--- src/rtl/mult_err_sweep_ctrl.sv ---
// Exhaustive 8x8 multiplier error sweep controller.
// Issues all 65536 operand pairs and tracks error-distance statistics of res_in.
module mult_err_sweep_ctrl #(
    parameter int LAT   = 1,
    parameter int ACC_W = 32
) (
    input  logic             clk,
    input  logic             rst,
    input  logic             start,
    input  logic             abort,
    output logic [7:0]       op_a,
    output logic [7:0]       op_b,
    output logic             op_vld,
    input  logic [15:0]      res_in,
    output logic             busy,
    output logic             done,
    output logic [16:0]      err_cnt,
    output logic [15:0]      max_ed,
    output logic [7:0]       max_a,
    output logic [7:0]       max_b,
    output logic [ACC_W-1:0] sum_ed
);

    typedef enum logic [1:0] {IDLE, RUN, DRAIN, DONE} state_t;

    localparam int D = (LAT > 0) ? LAT : 1;
    localparam logic [2:0] DRAIN_INIT = 3'((LAT > 0) ? LAT - 1 : 0);

    state_t      state;
    logic [15:0] k;
    logic [2:0]  dcnt;
    logic        clr;
    logic        flush;

    assign op_a  = k[15:8];
    assign op_b  = k[7:0];
    assign clr   = (state == IDLE) && start;
    assign flush = ((state == RUN) || (state == DRAIN)) && abort;

    // k doubles as the operand register; it rests at zero outside RUN
    always_ff @(posedge clk) begin
        if (rst) begin
            state  <= IDLE;
            k      <= '0;
            op_vld <= 1'b0;
            busy   <= 1'b0;
            done   <= 1'b0;
            dcnt   <= '0;
        end else begin
            unique case (state)
                IDLE: begin
                    done <= 1'b0;
                    if (start) begin
                        state  <= RUN;
                        k      <= '0;
                        op_vld <= 1'b1;
                        busy   <= 1'b1;
                    end
                end
                RUN: begin
                    if (abort) begin
                        state  <= IDLE;
                        k      <= '0;
                        op_vld <= 1'b0;
                        busy   <= 1'b0;
                    end else if (k == 16'hFFFF) begin
                        k      <= '0;
                        op_vld <= 1'b0;
                        if (LAT == 0) begin
                            state <= DONE;
                            busy  <= 1'b0;
                            done  <= 1'b1;
                        end else begin
                            state <= DRAIN;
                            dcnt  <= DRAIN_INIT;
                        end
                    end else begin
                        k <= k + 16'd1;
                    end
                end
                DRAIN: begin
                    if (abort) begin
                        state <= IDLE;
                        busy  <= 1'b0;
                    end else if (dcnt == 3'd0) begin
                        state <= DONE;
                        busy  <= 1'b0;
                        done  <= 1'b1;
                    end else begin
                        dcnt <= dcnt - 3'd1;
                    end
                end
                DONE: begin
                    state <= IDLE;
                    done  <= 1'b0;
                end
                default: state <= IDLE;
            endcase
        end
    end

    logic [D-1:0] dv;
    logic [7:0]   da [D];
    logic [7:0]   db [D];

    always_ff @(posedge clk) begin
        if (rst || flush) begin
            dv <= '0;
        end else begin
            dv[0] <= op_vld;
            for (int i = 1; i < D; i++) dv[i] <= dv[i-1];
        end
    end

    always_ff @(posedge clk) begin
        da[0] <= op_a;
        db[0] <= op_b;
        for (int i = 1; i < D; i++) begin
            da[i] <= da[i-1];
            db[i] <= db[i-1];
        end
    end

    logic       p_v;
    logic [7:0] p_a;
    logic [7:0] p_b;

    // LAT=0 compares the pair issued in the same cycle
    generate
        if (LAT == 0) begin : g_nodly
            assign p_v = op_vld;
            assign p_a = op_a;
            assign p_b = op_b;
        end else begin : g_dly
            assign p_v = dv[LAT-1];
            assign p_a = da[LAT-1];
            assign p_b = db[LAT-1];
        end
    endgenerate

    logic [15:0] exact;
    logic [15:0] ed;

    assign exact = 16'(p_a) * 16'(p_b);
    assign ed    = (exact >= res_in) ? exact - res_in : res_in - exact;

    always_ff @(posedge clk) begin
        if (rst || clr) begin
            err_cnt <= '0;
            max_ed  <= '0;
            max_a   <= '0;
            max_b   <= '0;
            sum_ed  <= '0;
        end else if (p_v) begin
            if (ed != 16'd0) err_cnt <= err_cnt + 17'd1;
            sum_ed <= sum_ed + ACC_W'(ed);
            if (ed > max_ed) begin
                max_ed <= ed;
                max_a  <= p_a;
                max_b  <= p_b;
            end
        end
    end

endmodule

--- config.mk ---
export PLATFORM = sky130hd
export DESIGN_NAME = mult_err_sweep_ctrl
export DESIGN_NICKNAME = d
export VERILOG_FILES = /design/src/rtl/mult_err_sweep_ctrl.sv
export SDC_FILE = /design/constraint.sdc
export NUM_CORES = 1
export LEC_CHECK = 0
export CAP_MARGIN = 20
export CORE_MARGIN = 1
export CORE_UTILIZATION = 45
export CTS_BUF_LIST = sky130_fd_sc_hd__clkbuf_4 sky130_fd_sc_hd__clkbuf_8
export CTS_CLUSTER_DIAMETER = 120
export CTS_CLUSTER_SIZE = 16
export DETAILED_ROUTE_END_ITERATION = 7
export PLACE_DENSITY_LB_ADDON = 0.25
export SLEW_MARGIN = 20
export SYNTH_ARGS = -nofsm -noshare
export SYNTH_HDL_FRONTEND = slang
export SYNTH_SLANG_ARGS = --single-unit
--- constraint.sdc ---
create_clock -name clk -period 16.85 [get_ports clk]
set_input_delay 3.37 -clock clk [delete_from_list [all_inputs] [get_ports clk]]
set_output_delay 3.37 -clock clk [all_outputs]
set_load 0.05 [all_outputs]
==> results of run 1 <==
[metrics by stage]
step | instance area (µm²) | power (mW) | setup slack [ns] | hold slack, ns | util, %
floorplan | 9657 | 0.4141 | 8.543 | 0.4569 | -
global placement | 11030 | 0.4500 | 7.954 | 0.3994 | 52.49
detailed placement | 11030 | 0.4514 | 7.736 | 0.3966 | 52.49
CTS | 11450 | 0.7272 | 7.703 | 0.4104 | 54.47
global route | 11450 | 0.7555 | 7.010 | 0.4233 | 54.47
finish | 11450 | 0.7214 | 7.749 | 0.4138 | 54.48
[cell families (layout without fill, tap and decap cells)]
family	Yosys count	count (layout)
AOI/OAI and AO/OA	199	199
xor gates and xnor gates	64	64
adders and majority gates	147	147
buffers and inverters	170	292
DFF	122	122
muxes	49	49
other	0	1
and+or+nand+nor	387	387
[per-layer routing]
| layer | GRT usage [%] | routed length (µm) | up-vias |
|---|---|---|---|
| li1 | - | - | 4066 |
| met1 | 28.51 | 10810 | 3693 |
| met2 | 33.83 | 10320 | 138 |
| met3 | 3.804 | 874 | 21 |
| met4 | 5.464 | 245 | 2 |
| met5 | 0 | 16 | - |
[sequential cells by signal, summed over array words and instances, names as in the netlist]
register,count
sum_ed,32
state,2
max_ed,16
dcnt,3
k,16
max_a,8
busy,1
db,8
dv,1
da,8
max_b,8
op_vld,1
err_cnt,17
done,1
[power by group]
group          leakage (nW)  switching [mW]  total [mW]  internal, mW
Sequential            0.985         0.00632       0.301         0.294
Clock                 0.208           0.138       0.276         0.137
Combinational          3.64          0.0899       0.145        0.0548
[final cells by class]
cell class	count	area share [%]
repair buffers	123	10.66
clock inverters	15	1.595
clock buffers	17	2.043
flip-flops and latches	122	21.32
multi-input cells	846	56.86
inverters	137	4.490
well taps	275	3.004
diodes	1	0.02185
[worst max path at each step]
stage | start | endpoint | slack (ns) | depth (start not counted)
2_1_floorplan | da[0][0]$_DFF_P_ | sum_ed[24]$_SDFFE_PP0P_ | 8.54 | 39
3_3_place_gp | da[0][4]$_DFF_P_ | sum_ed[31]$_SDFFE_PP0P_ | 7.95 | 37
3_5_place_dp | db[0][7]$_DFF_P_ | sum_ed[31]$_SDFFE_PP0P_ | 7.74 | 37
4_1_cts | db[0][7]$_DFF_P_ | max_b[3]$_SDFFE_PP0P_ | 7.70 | 36
5_1_grt | db[0][7]$_DFF_P_ | sum_ed[17]$_SDFFE_PP0P_ | 7.01 | 37
6_report | db[0][7]$_DFF_P_ | max_b[3]$_SDFFE_PP0P_ | 7.75 | 36
[cell usage after synthesis, types with 3 or more instances]
| library cell | n | area, µm² |
|---|---|---|
| inv_1 | 135 | 506.7 |
| nor2_1 | 132 | 495.5 |
| dfxtp_1 | 122 | 2442 |
| ha_1 | 108 | 1351 |
| nand2_1 | 71 | 266.5 |
| and2_1 | 59 | 369.1 |
| a21oi_1 | 54 | 270.3 |
| mux2i_1 | 46 | 460.4 |
| fa_1 | 39 | 780.8 |
| xnor2_1 | 33 | 289.0 |
| xor2_1 | 30 | 262.8 |
| o21ai_0 | 27 | 135.1 |
| nand4_1 | 19 | 118.9 |
| clkbuf_1 | 17 | 63.81 |
| nand3_1 | 17 | 85.08 |
| a211oi_1 | 15 | 112.6 |
| a21o_1 | 14 | 105.1 |
| nor2b_1 | 14 | 87.58 |
| o21a_1 | 13 | 97.59 |
| or4_1 | 13 | 97.59 |
| o31ai_1 | 12 | 90.09 |
| and3_1 | 11 | 68.82 |
| nor3_1 | 11 | 55.05 |
| or3_1 | 11 | 68.82 |
| a21oi_2 | 10 | 87.58 |
| nand2b_1 | 9 | 56.30 |
| o21bai_1 | 7 | 52.55 |
| buf_4 | 5 | 37.54 |
| buf_6 | 5 | 56.30 |
| o21ai_1 | 5 | 25.02 |
| a31o_1 | 4 | 35.03 |
| nand3b_1 | 4 | 30.03 |
| o211ai_1 | 4 | 30.03 |
| o22ai_1 | 4 | 25.02 |
| a21boi_1 | 3 | 22.52 |
| buf_2 | 3 | 15.01 |
| nor4_1 | 3 | 18.77 |
| o31a_1 | 3 | 26.28 |
| o41ai_1 | 3 | 26.28 |
[worst max-delay path: cells and delay by family (launching register included)]
kind / cells / cell delay, ns
DFF: 1 / 0.47
AOI/OAI and AO/OA: 15 / 2.96
and+or+nand+nor: 7 / 1.04
muxes: 2 / 0.67
xor gates and xnor gates: 1 / 0.19
buffers and inverters: 4 / 0.47
adders and majority gates: 7 / 3.13
==> summary.txt, run 1 <==
Logic synthesis
  – Post-Syn Area: 9657 µm²
  – Synthesized area per cell: 8.486 µm²
  – Mux share of post-synthesis cell area: 5.235%
  – Largest family of logic cells by synthesized area: adder cells
  – Cell variety after synth: 73
  – Async S/R FF share, synth: 0%
  – Syn nets: 1,305
  – Synth Area in Compound Gates: 13.99%
  – EDFF count, synth: 0
  – Mapped Cells: 1,138
  – Top_reg_cell synth: dfxtp_1
  – XOR/XNOR share of the synthesized area: 5.882%
  – Post-Synth Simple-Gate Area: 20.12%
  – Part of the Yosys area used for sequential elements: 25.29%
  – Synth warn: 0
  – #FFs+latches synth: 122
  – Adder-Cell Fraction of Synth Area: 22.08%

Timing
  – Slew Viols, Final: 0
  – RSZ-0062 raised after global routing: false
  – Max_slew headroom: 36.65%
  – Final TNS setup: 0 ns
  – Clock skew: 0.01180 ns
  – Minimum clock period after layout: 9.101 ns
  – Pin slew with the least headroom to its limit: 0.9503 ns
  – Final hold vios: 0
  – Crit share post-route: 54.01%
  – Highest clock rate: 109.9 MHz
  – Final setup viols: 0

Worst setup path
  – Critical path arrival: 9.39 ns
  – CP peak stage delay: 0.55 ns
  – Slowest CP cell: fa_1
  – Crit path required time: 17.14 ns
  – Critical path peak fanout: 30
  – FF-to-FF End: max_b[3]$_SDFFE_PP0P_
  – Most frequent cell on the critical path: o21a_1
  – Startpoint types: flip-flop
  – Reg2Reg Depth: 36
  – WS Path Type: reg -> reg
  – Reg2reg start: db[0][7]$_DFF_P_
  – R2R setup slack: 7.75 ns
  – Critical Path End Type: flip-flop

Cells and area
  – Layout area overhead: 18.61%
  – # nets final: 1,414
  – Most common cell after layout, fill and taps aside: inv_1
  – Layout cells sized above 1: 5.159%
  – Sequential cell area: 2442 µm²
  – Post-route insts no fill: 1,536
  – Multi-input gate area: 6513 µm²
  – Fill cell count: 1,953
  – Most frequent cells in the layout: inv_1, nor2_1, dfxtp_1

Clocking
  – Post-CTS Setup Bufs: 0
  – Post-cts resize count: 0
  – H-tree depth: 4
  – Post-CTS Hold Fix Bufs: 0
  – Clock transition at path regs: 0.08 ns
  – CTS root buffer: clkbuf_8
  – Clock sink total: 122
  – Clock Path Buffers: 2
  – TritonCTS buffer count: 17
  – Clock latency at the later pin of the worst-skew pair: 0.44 ns
  – TritonCTS clock tree: yes

Die
  – Num rows: 53
  – Initial Util: 45.94%
  – Die height: 148.5 µm
  – Core area: 21,020 µm²
  – Top-Level Pins: 120
  – Die ar.: 22,050 µm²
  – Die width: 148.5 µm

Global routing
  – Vias in the first global route: 7,478
  – Total gr overflow: 0
  – First-pass GRT wire length: 37,070 µm
  – GRT Util Overall: 20.91%
  – Initial antenna violation count: 2
  – Largest net degree at the start of global routing: 81

Detailed routing
  – Wirelength, routed: 22,270 µm
  – Via density: 5.156
  – Via count: 7,920
  – WL per Instance: 14.50 µm
  – Antenna-violating nets left: 0
  – TritonRoute pass-1 iters: 5
  – Residual DRC: 0
  – Initial drt markers: 359

Hold path
  – Origin of the worst min-delay path: k[14]$_SDFFE_PP0P_
  – Hold Path Sink: da[0][6]$_DFF_P_
  – Hold Path Depth: 0
  – Hold Path Class: reg -> reg

Placement
  – Final GP Congestion: 0.8772
  – Post-DP HPWL: 17,320 µm
  – # port buffers: 119
  – Placed Cells: 1,503

Power
  – Maximum VDD drop: 0.05419 mV
  – PwrDens: 62.98 nW/µm²
  – Leakage power total: 4.834 nW

Flow run
  – Max Cap Viol: 0

Status
  – Status: completed
Note: power is estimated with default switching activity, not from simulation.
==> inputs of run 2 (changes only) <==
==> constraint.sdc (replaced) <==
create_clock -name clk -period 7.55 [get_ports clk]
set_input_delay 1.51 -clock clk [delete_from_list [all_inputs] [get_ports clk]]
set_output_delay 1.51 -clock clk [all_outputs]
set_load 0.05 [all_outputs]
==> run 2 against run 1 <==
  * The run now ends with setup timing left
  * Sequential share of layout area is 3.1 points lower
  * Count of clock-buffer cells in the layout rose by 1
  * Setup slack got worse by 8.2 ns
  * Critical path type unchanged
  * Critical endpoint is now sum_ed[30]$_SDFFE_PP0P_
==> summary.txt, run 2 (synthesis gave the netlist of run 1 again) <==
Status
  – Status: finished with violations
  – Violated checks: setup timing

Timing
  – Pin slew with the least headroom to its limit: 0.8148 ns (-0.1355 ns)
  – Max_slew headroom: 45.68% (+9.0 points)
  – Slew Viols, Final: 0 (unchanged)
  – Worst setup margin: -0.4345 ns (-8.184 ns)
  – Clock skew: 0.01727 ns (+0.005473 ns)
  – Crit share post-route: 105.8% (+52 points)
  – Final setup viols: 52 (+52)
  – RSZ-0062 raised after global routing: true
  – Highest clock rate: 125.2 MHz (+14%)
  – Minimum clock period after layout: 7.984 ns (-1.116 ns)
  – Final Hold Slack: 0.4008 ns (-0.01299 ns)
  – Final hold vios: 0 (unchanged)

Worst setup path
  – Crit path required time: 7.92 ns (-9.22 ns)
  – Critical path peak fanout: 6 (-80%)
  – Critical Path End Type: flip-flop
  – Startpoint types: flip-flop
  – CP delay by family, top: adder cells
  – Critical path arrival: 8.36 ns (-1.03 ns)
  – CP Buf/Inv Count: 9 (+5)
  – WS Path Type: reg -> reg
  – Slowest CP cell: fa_1
  – CP peak stage delay: 0.52 ns (-0.03 ns)

Placement
  – Placed cell area: 12,130 µm² (+9.9%)
  – Placed Cells: 1,614 (+7.4%)
  – # port buffers: 119 (unchanged)
  – Post-DP HPWL: 18,890 µm (+9.1%)
  – Final GP Congestion: 0.9334 (+6.4%)

Global routing
  – Top Usage Layer GRT: met2
  – Total gr overflow: 0 (unchanged)
  – Met2 usage: 38.39% (+4.6 points)
  – Largest net degree at the start of global routing: 46 (-43%)
  – Initial antenna violation count: 2 (unchanged)
  – First-pass GRT wire length: 40,410 µm (+9.0%)
  – GRT Util Overall: 22.67% (+1.8 points)
  – Met3 usage: 4.110% (+0.31 points)
  – Global Route met1 Usage: 29.17% (+0.66 points)
  – Vias in the first global route: 8,319 (+11%)

Power
  – Maximum VDD drop: 0.1360 mV (+150%)
  – PwrDens: 126.8 nW/µm² (+100%)
  – Leakage power total: 5.756 nW (+19%)

Cells and area
  – Largest register FFs: 32 (unchanged)
  – Top reg by flops: sum_ed
  – Sequential cell area: 2482 µm² (+1.6%)
  – Final design area excluding fillers: 13,630 µm² (+19%)
  – Most common cell after layout, fill and taps aside: buf_4
  – Layout cells sized above 1: 25.59% (+20 points)
  – Most frequent cells in the layout: buf_4, nor2_1, inv_1
  – Fill cell count: 1,708 (-13%)
  – # nets final: 1,561 (+10%)
  – Post-layout util: 64.84% (+10 points)
  – Post-route insts no fill: 1,683 (+9.6%)
  – Multi-input gate area: 7361 µm² (+13%)
  – Biggest regs: sum_ed x32, err_cnt x17
  – Layout area overhead: 41.14%

Clocking
  – Clock latency at the later pin of the worst-skew pair: 0.44 ns (about the same)
  – TritonCTS buffer count: 17 (unchanged)
  – Clock Path Buffers: 2 (unchanged)
  – H-tree depth: 4 (unchanged)
  – Clock sink total: 122 (unchanged)
  – Post-CTS Hold Fix Bufs: 0 (unchanged)
  – TritonCTS clock tree: yes
  – CTS root buffer: clkbuf_8
  – Clock transition at path regs: 0.09 ns (about the same)

Hold path
  – Hold Path Class: reg -> reg

Detailed routing
  – Wirelength, routed: 26,190 µm (+18%)
  – Via count: 8,751 (+10%)
  – Residual DRC: 0 (unchanged)
  – Initial drt markers: 426 (+19%)
  – Via density: 5.200 (+0.84%)
  – Antenna-violating nets left: 0 (unchanged)
  – WL per Instance: 15.56 µm (+7.3%)
  – TritonRoute pass-1 iters: 5 (unchanged)

Die
  – Die ar.: 22,050 µm² (unchanged)
  – Num rows: 53 (unchanged)
  – Die height: 148.5 µm (unchanged)
  – Die width: 148.5 µm (unchanged)
  – Core area: 21,020 µm² (unchanged)
  – Top-Level Pins: 120 (unchanged)
  – Initial Util: 45.94% (unchanged)

Flow run
  – Max Cap Viol: 0 (unchanged)
run 2: what timing repair did:
item                                    in CTS  in global routing
cloned                                       0                  5
pin swaps                                   25                 89
gates resized for setup                     45                119
endpoints found under the hold margin        0                  0
setup buffers                               16                 19
endpoints found under the setup margin      58                 75
run 2: power breakdown:
part,internal [mW],switching [mW],total (mW)
registers,0.653,0.0159,0.669
clock network,0.310,0.307,0.617
logic,0.197,0.244,0.441
total,1.16,0.567,1.73
run 2: worst paths after layout:
| path | cells past startpoint | slack (ns) | from | to |
|---|---|---|---|---|
| setup / recovery | 39 | -0.43 | db[0][2]$_DFF_P_ | sum_ed[30]$_SDFFE_PP0P_ |
| hold / removal | 0 | 0.40 | k[11]$_SDFFE_PP0P_ | da[0][3]$_DFF_P_ |
| setup reg to reg | 39 | -0.43 | db[0][2]$_DFF_P_ | sum_ed[30]$_SDFFE_PP0P_ |
| hold reg to reg | 0 | 0.40 | k[11]$_SDFFE_PP0P_ | da[0][3]$_DFF_P_ |
run 2: per-layer routing:
metal	vias up	part of all wire [%]	wire [µm]
met5	-	0.050	13
met4	2	1.6	420
met3	30	3.7	977
met2	173	50	13000
met1	4187	45	11780
li1	4359	-	-
run 2: stage by stage:
step	power [mW]	setup TNS, ns	setup slack, ns
floorplan	0.9358	-8.253	-0.3679
global placement	1.057	-22.05	-0.5193
detailed placement	1.062	-29.93	-0.7138
CTS	1.689	-16.53	-0.4036
global route	1.798	-40.04	-0.7634
finish	1.728	-19.78	-0.4345
run 2: area by class of cell:
cell class / instances / share of cell area, %
multi-input cells: 846 / 54.01
repair buffers: 270 / 18.49
flip-flops and latches: 122 / 18.21
inverters: 137 / 3.773
well taps: 275 / 2.525
clock buffers: 18 / 1.818
clock inverters: 14 / 1.157
diodes: 1 / 0.01836
==> inputs of run 3 (changes only) <==
--- a/config.mk
+++ b/config.mk
@@ -5,6 +5,7 @@
 export SDC_FILE = /design/constraint.sdc
 export NUM_CORES = 1
 export LEC_CHECK = 0
+export ABC_AREA = 1
 export CAP_MARGIN = 20
 export CORE_MARGIN = 1
 export CORE_UTILIZATION = 45
==> run 3 against run 2 <==
  * The run now ends clean
  * Synthesized cell count increased by 51%
  * Flip-flop and latch count stayed put
  * Utilization down 7.9 points
  * Global-route usage grew 1.0 points
  * Non-clock buffer count down 95
  * Highest routed layer is now met4
  * Count of clock-buffer cells in the layout down 1
  * Setup slack gained 0.80 ns
  * Cell count grew 31%
  * Fmax is 11% higher
==> summary.txt, run 3 <==
Status
  – Status: completed

Global routing
  – Total gr overflow: 0 (unchanged)
  – Initial antenna violation count: 0 (-2)
  – First-pass GRT wire length: 49,060 µm (+21%)
  – GRT Util Overall: 23.67% (+1.0 points)
  – Vias in the first global route: 10,260 (+23%)
  – Largest net degree at the start of global routing: 52 (+13%)

Detailed routing
  – Via density: 5.000 (-3.8%)
  – Wirelength, routed: 30,850 µm (+18%)
  – Initial drt markers: 595 (+40%)
  – Antenna-violating nets left: 0 (unchanged)
  – TritonRoute pass-1 iters: 5 (unchanged)
  – Residual DRC: 0 (unchanged)
  – WL per Instance: 13.99 µm (-10%)
  – Via count: 11,030 (+26%)

Logic synthesis
  – Cell variety after synth: 49 (-33%)
  – Synthesized area per cell: 6.514 µm² (-23%)
  – Top_reg_cell synth: dfxtp_1
  – Cell accounting for the most synthesized area: dfxtp_1
  – Synth top area share: 21.79% (-3.5 points)
  – EDFF count, synth: 0 (unchanged)
  – Syn nets: 1,888 (+45%)
  – Async S/R FF share, synth: 0% (unchanged)
  – Leading post-synthesis cells by cell area: dfxtp_1, nand2_1, ha_1, inv_1, fa_1
  – Synth warn: 0 (unchanged)
  – Part of the Yosys area used for sequential elements: 21.79% (-3.5 points)
  – Count leader, synth: nand2_1
  – Post-Syn Area: 11,210 µm² (+16%)
  – #FFs+latches synth: 122 (unchanged)
  – Mapped Cells: 1,721 (+51%)
  – Most frequent cells after synthesis: nand2_1, inv_1, nor2_1

Cells and area
  – Largest register FFs: 32 (unchanged)
  – # nets final: 2,036 (+30%)
  – Post-layout util: 56.98% (-7.9 points)
  – Biggest regs: sum_ed x32, err_cnt x17
  – Most frequent cells in the layout: nand2_1, inv_1, nor2_1
  – Layout area overhead: 23.96%
  – Most common cell after layout, fill and taps aside: nand2_1
  – Diodes inserted: 0 (-1)
  – Top reg by flops: sum_ed
  – Fill cell count: 2,363 (+38%)
  – Layout cells sized above 1: 12.06% (-14 points)

Die
  – Die width: 159.8 µm (+7.6%)
  – Top-Level Pins: 120 (unchanged)
  – Core area: 24,390 µm² (+16%)
  – Num rows: 57 (+7.5%)
  – Die ar.: 25,550 µm² (+16%)
  – Die height: 159.8 µm (+7.6%)
  – Initial Util: 45.96% (about the same)

Timing
  – Max_slew headroom: 28.92% (-17 points)
  – Final hold vios: 0 (unchanged)
  – Highest clock rate: 139.1 MHz (+11%)
  – Worst setup margin: 0.3623 ns (+0.7967 ns)
  – Clock skew: 0.01447 ns (-0.002803 ns)
  – Crit share post-route: 95.20% (-11 points)
  – Final setup viols: 0 (-100%)
  – Slew Viols, Final: 0 (unchanged)
  – Pin slew with the least headroom to its limit: 1.066 ns (+0.2514 ns)
  – Minimum clock period after layout: 7.188 ns (-0.7967 ns)

Worst setup path
  – Critical path peak fanout: 21 (+15)
  – Most frequent cell on the critical path: inv_1
  – WS Path Type: reg -> reg
  – CP delay by family, top: adder cells
  – Startpoint types: flip-flop
  – Critical Path End Type: flip-flop
  – Critical path arrival: 7.53 ns (-0.83 ns)
  – CP Buf/Inv Count: 10 (+1)
  – CP peak stage delay: 0.59 ns (+0.07 ns)
  – Slowest CP cell: fa_1
  – Crit path required time: 7.90 ns (-0.02 ns)

Flow run
  – Max Cap Viol: 0 (unchanged)

Clocking
  – Clock Path Buffers: 2 (unchanged)
  – TritonCTS buffer count: 17 (unchanged)
  – Clock latency at the later pin of the worst-skew pair: 0.47 ns (+0.03 ns)
  – TritonCTS clock tree: yes
  – H-tree depth: 4 (unchanged)
  – Clock transition at path regs: 0.10 ns (about the same)
  – Clock sink total: 122 (unchanged)
  – CTS root buffer: clkbuf_8

Power
  – PwrDens: 156.4 nW/µm² (+23%)
  – Leakage power total: 6.953 nW (+21%)
  – Maximum VDD drop: 0.2007 mV (+48%)

Placement
  – Dpl ws: -0.2738 ns (+0.4401 ns)
  – Final GP Congestion: 0.9144 (-2.0%)
  – Post-DP HPWL: 23,840 µm (+26%)
  – # port buffers: 119 (unchanged)

Hold path
  – Hold Path Class: reg -> reg
[run 3: cell types whose count changed after synthesis, moves of 22 or more]
| cell | previous run | this run |
|---|---|---|
| a21oi_1 | 54 | 104 |
| nand3_1 | 17 | 84 |
| mux2i_1 | 46 | 0 |
| nand2_1 | 71 | 414 |
| o21ai_0 | 27 | 79 |
| inv_1 | 135 | 357 |
| nor2_1 | 132 | 166 |
| and2_1 | 59 | 3 |
| nand2_2 | 0 | 22 |
[run 3: what timing repair did]
| action | CTS | global route |
|---|---|---|
| endpoints found under the setup margin | 28 | 57 |
| setup buffers | 0 | 19 |
| gates resized for setup | 8 | 128 |
| pin swaps | 0 | 29 |
| hold buffers | 0 | 0 |
| cloned | 0 | 2 |
[run 3: cells by family after synthesis]
family,count (synthesis),share of synthesized area [%]
buffers and inverters,408,14.77
AOI/OAI and AO/OA,222,10.84
DFF,122,21.79
adders and majority gates,147,19.02
xor gates and xnor gates,51,3.984
and+or+nand+nor,771,29.61
[run 3: report_power, final]
part | switching, mW | leakage, nW | internal [mW]
clock | 0.330 | 0.204 | 0.280
combinational | 0.516 | 5.76 | 0.282
sequential | 0.0727 | 0.994 | 0.693
[run 3: stage by stage]
| stage | area, µm² | cells | power (mW) | setup TNS [ns] | hold slack (ns) |
|---|---|---|---|---|---|
| after global placement | 12790 | 2154 | 1.497 | -0.07320 | 0.3788 |
| final | 13900 | 2206 | 2.173 | 0 | 0.3879 |
| after floorplan | 11210 | 1721 | 1.298 | 0 | 0.4597 |
| after global routing | 13900 | 2206 | 2.307 | -1.186 | 0.3888 |
| after detailed placement | 12790 | 2154 | 1.506 | -2.641 | 0.3771 |
| after CTS | 13220 | 2186 | 2.118 | 0 | 0.3929 |
[run 3: final timing paths]
kind,start,endpoint,slack [ns],cells past startpoint
setup / recovery,da[0][5]$_DFF_P_,max_ed[2]$_SDFFE_PP0P_,0.36,39
hold / removal,k[9]$_SDFFE_PP0P_,da[0][1]$_DFF_P_,0.39,0
setup reg to reg,da[0][5]$_DFF_P_,max_ed[2]$_SDFFE_PP0P_,0.36,39
hold reg to reg,k[9]$_SDFFE_PP0P_,da[0][1]$_DFF_P_,0.39,0
[run 3: cell type report]
class | instances | area [µm²] | share of cell area [%]
Multi-Input combinational cell | 1193 | 7624 | 54.86
Timing Repair Buffer | 175 | 1647 | 11.85
Clock buffer | 17 | 234.0 | 1.684
Tap cell | 324 | 405.4 | 2.917
Clock inverter | 15 | 166.4 | 1.197
Sequential cell | 122 | 2470 | 17.77
Inverter | 360 | 1351 | 9.724
[run 3: per-layer routing]
layer	global-route usage, %	share of wire, %	vias to the layer above	wire length (µm)
met1	30.40	45	5078	14020
met3	4.571	5.6	48	1729
met4	7.100	2.3	0	699
met5	0	0	-	0
met2	40.08	47	277	14410
li1	-	-	5627	-
==> RTL edit: new RTL, flow settings as in run 3 <==
Register the output `op_b`, cleared by the reset; this adds one clock of latency there. The other outputs are not delayed to match.
--- a/src/rtl/mult_err_sweep_ctrl.sv
+++ b/src/rtl/mult_err_sweep_ctrl.sv
@@ -27,4 +27,6 @@
     localparam logic [2:0] DRAIN_INIT = 3'((LAT > 0) ? LAT - 1 : 0);
 
+    logic [7:0] op_b_d;
+
     state_t      state;
     logic [15:0] k;
@@ -34,5 +36,5 @@
 
     assign op_a  = k[15:8];
-    assign op_b  = k[7:0];
+    assign op_b_d = k[7:0];
     assign clr   = (state == IDLE) && start;
     assign flush = ((state == RUN) || (state == DRAIN)) && abort;
@@ -115,5 +117,5 @@
     always_ff @(posedge clk) begin
         da[0] <= op_a;
-        db[0] <= op_b;
+        db[0] <= op_b_d;
         for (int i = 1; i < D; i++) begin
             da[i] <= da[i-1];
@@ -131,5 +133,5 @@
             assign p_v = op_vld;
             assign p_a = op_a;
-            assign p_b = op_b;
+            assign p_b = op_b_d;
         end else begin : g_dly
             assign p_v = dv[LAT-1];
@@ -163,4 +165,12 @@
     end
 
+    always_ff @(posedge clk) begin
+        if (rst) begin
+            op_b <= '0;
+        end else begin
+            op_b <= op_b_d;
+        end
+    end
+
 endmodule
 
Check against the original RTL: not equivalent (a bounded check fails within 4 cycles, from zero or initial values and one cycle with rst high).
==> RTL edit against run 3 <==
  * Cell area shrank 3.1%
  * Area after synthesis down 2.2%
  * Sequential cell count increased by 8
  * Routed wire length shrank 6.3%
  * Critical path depth down 1
  * First-iteration DRC count shrank 5.0%
  * Synthesized cell count down 2.9%
  * Total power increased by 4.3%
  * Setup slack lost 0.0084 ns
==> RTL edit: results (changes against run 3) <==
metric,value,unit,change
Post-CTS Setup Bufs,3,,+3
Final Skew,0.0176,ns,+0.00317 ns
Worst path max stage delay,0.56,ns,-0.03 ns
post-synthesis sequential area ratio,0.237,,+0.0195
TritonRoute pass-1 iters,7,,+2
clk cell area share,0.0290,,+0.000175
Syn Area/Cell,6.56,um2,+0.72%
synth unique cells,52,,+6.1%
register area,2610,um2,+5.7%
sequential cell area share,0.194,,+0.0162
Multi-input gate area,7200,um2,-5.6%
GP Congestion,0.941,,+2.9%
worst setup margin,0.354,ns,-0.00843 ns
HPWL after DPL,22800,um,-4.4%
DR vias,10400,,-5.5%
first-pass GRT wire length,45500,um,-7.2%
invs w/o clock,356,,-1.1%
"top cells by area, synth","dfxtp_1 24%, nand2_1 14%, ha_1 12%",,
status,"complete, no violations",,
Non-clock buffer share,0.113,,-0.00514
WL met1,13300,um,-5.1%
syn_nets,1838,,-2.6%
M3 GR Usage,0.0318,,-0.0140
placed inst area,12500,um2,-2.4%
PostCTS Resize Cnt,6,,-2
Switch Pwr,970,uW,+5.6%
largest net degree at the start of global routing,40,,-23%
CP Max Fanout,7,,-67%
nonclk buf count,160,,-8.6%
Leakage,6.77,nW,-2.6%
GRT met2 Usage,0.399,,-0.00184
relative max-transition margin,0.332,,+0.0426
## RTL edit: cell count changes after synthesis, sizes merged, moves of 3 or more
cell,delta
nor2,+14
nand3,-20
xor2,-3
buf,+7
a21oi,-11
a211oi,+3
o21ai,-5
dfxtp,+8
xnor2,-9
nand4,-6
nand2,-23
inv,-4
o21bai,-3
## RTL edit: cells by family (layout without fill, tap and decap cells)
family / count (synthesis) / in the layout / synth area share
flip-flops: 130 / 130 / 0.237
AO/OA/AOI/OAI: 211 / 211 / 0.107
adder cells (fa/ha/maj): 147 / 147 / 0.194
XOR/XNOR: 39 / 39 / 0.0312
AND/OR/NAND/NOR: 735 / 735 / 0.283
buffers and inverters: 409 / 548 / 0.147
## RTL edit: critical path, delay by kind of cell (launching register included)
kind	cells	cell delay, ns
flops	1	0.35
buf+inv	11	1.08
xor+xnor	1	0.17
fa+ha+maj	7	2.97
simple gates	13	1.53
compound gates	6	0.96
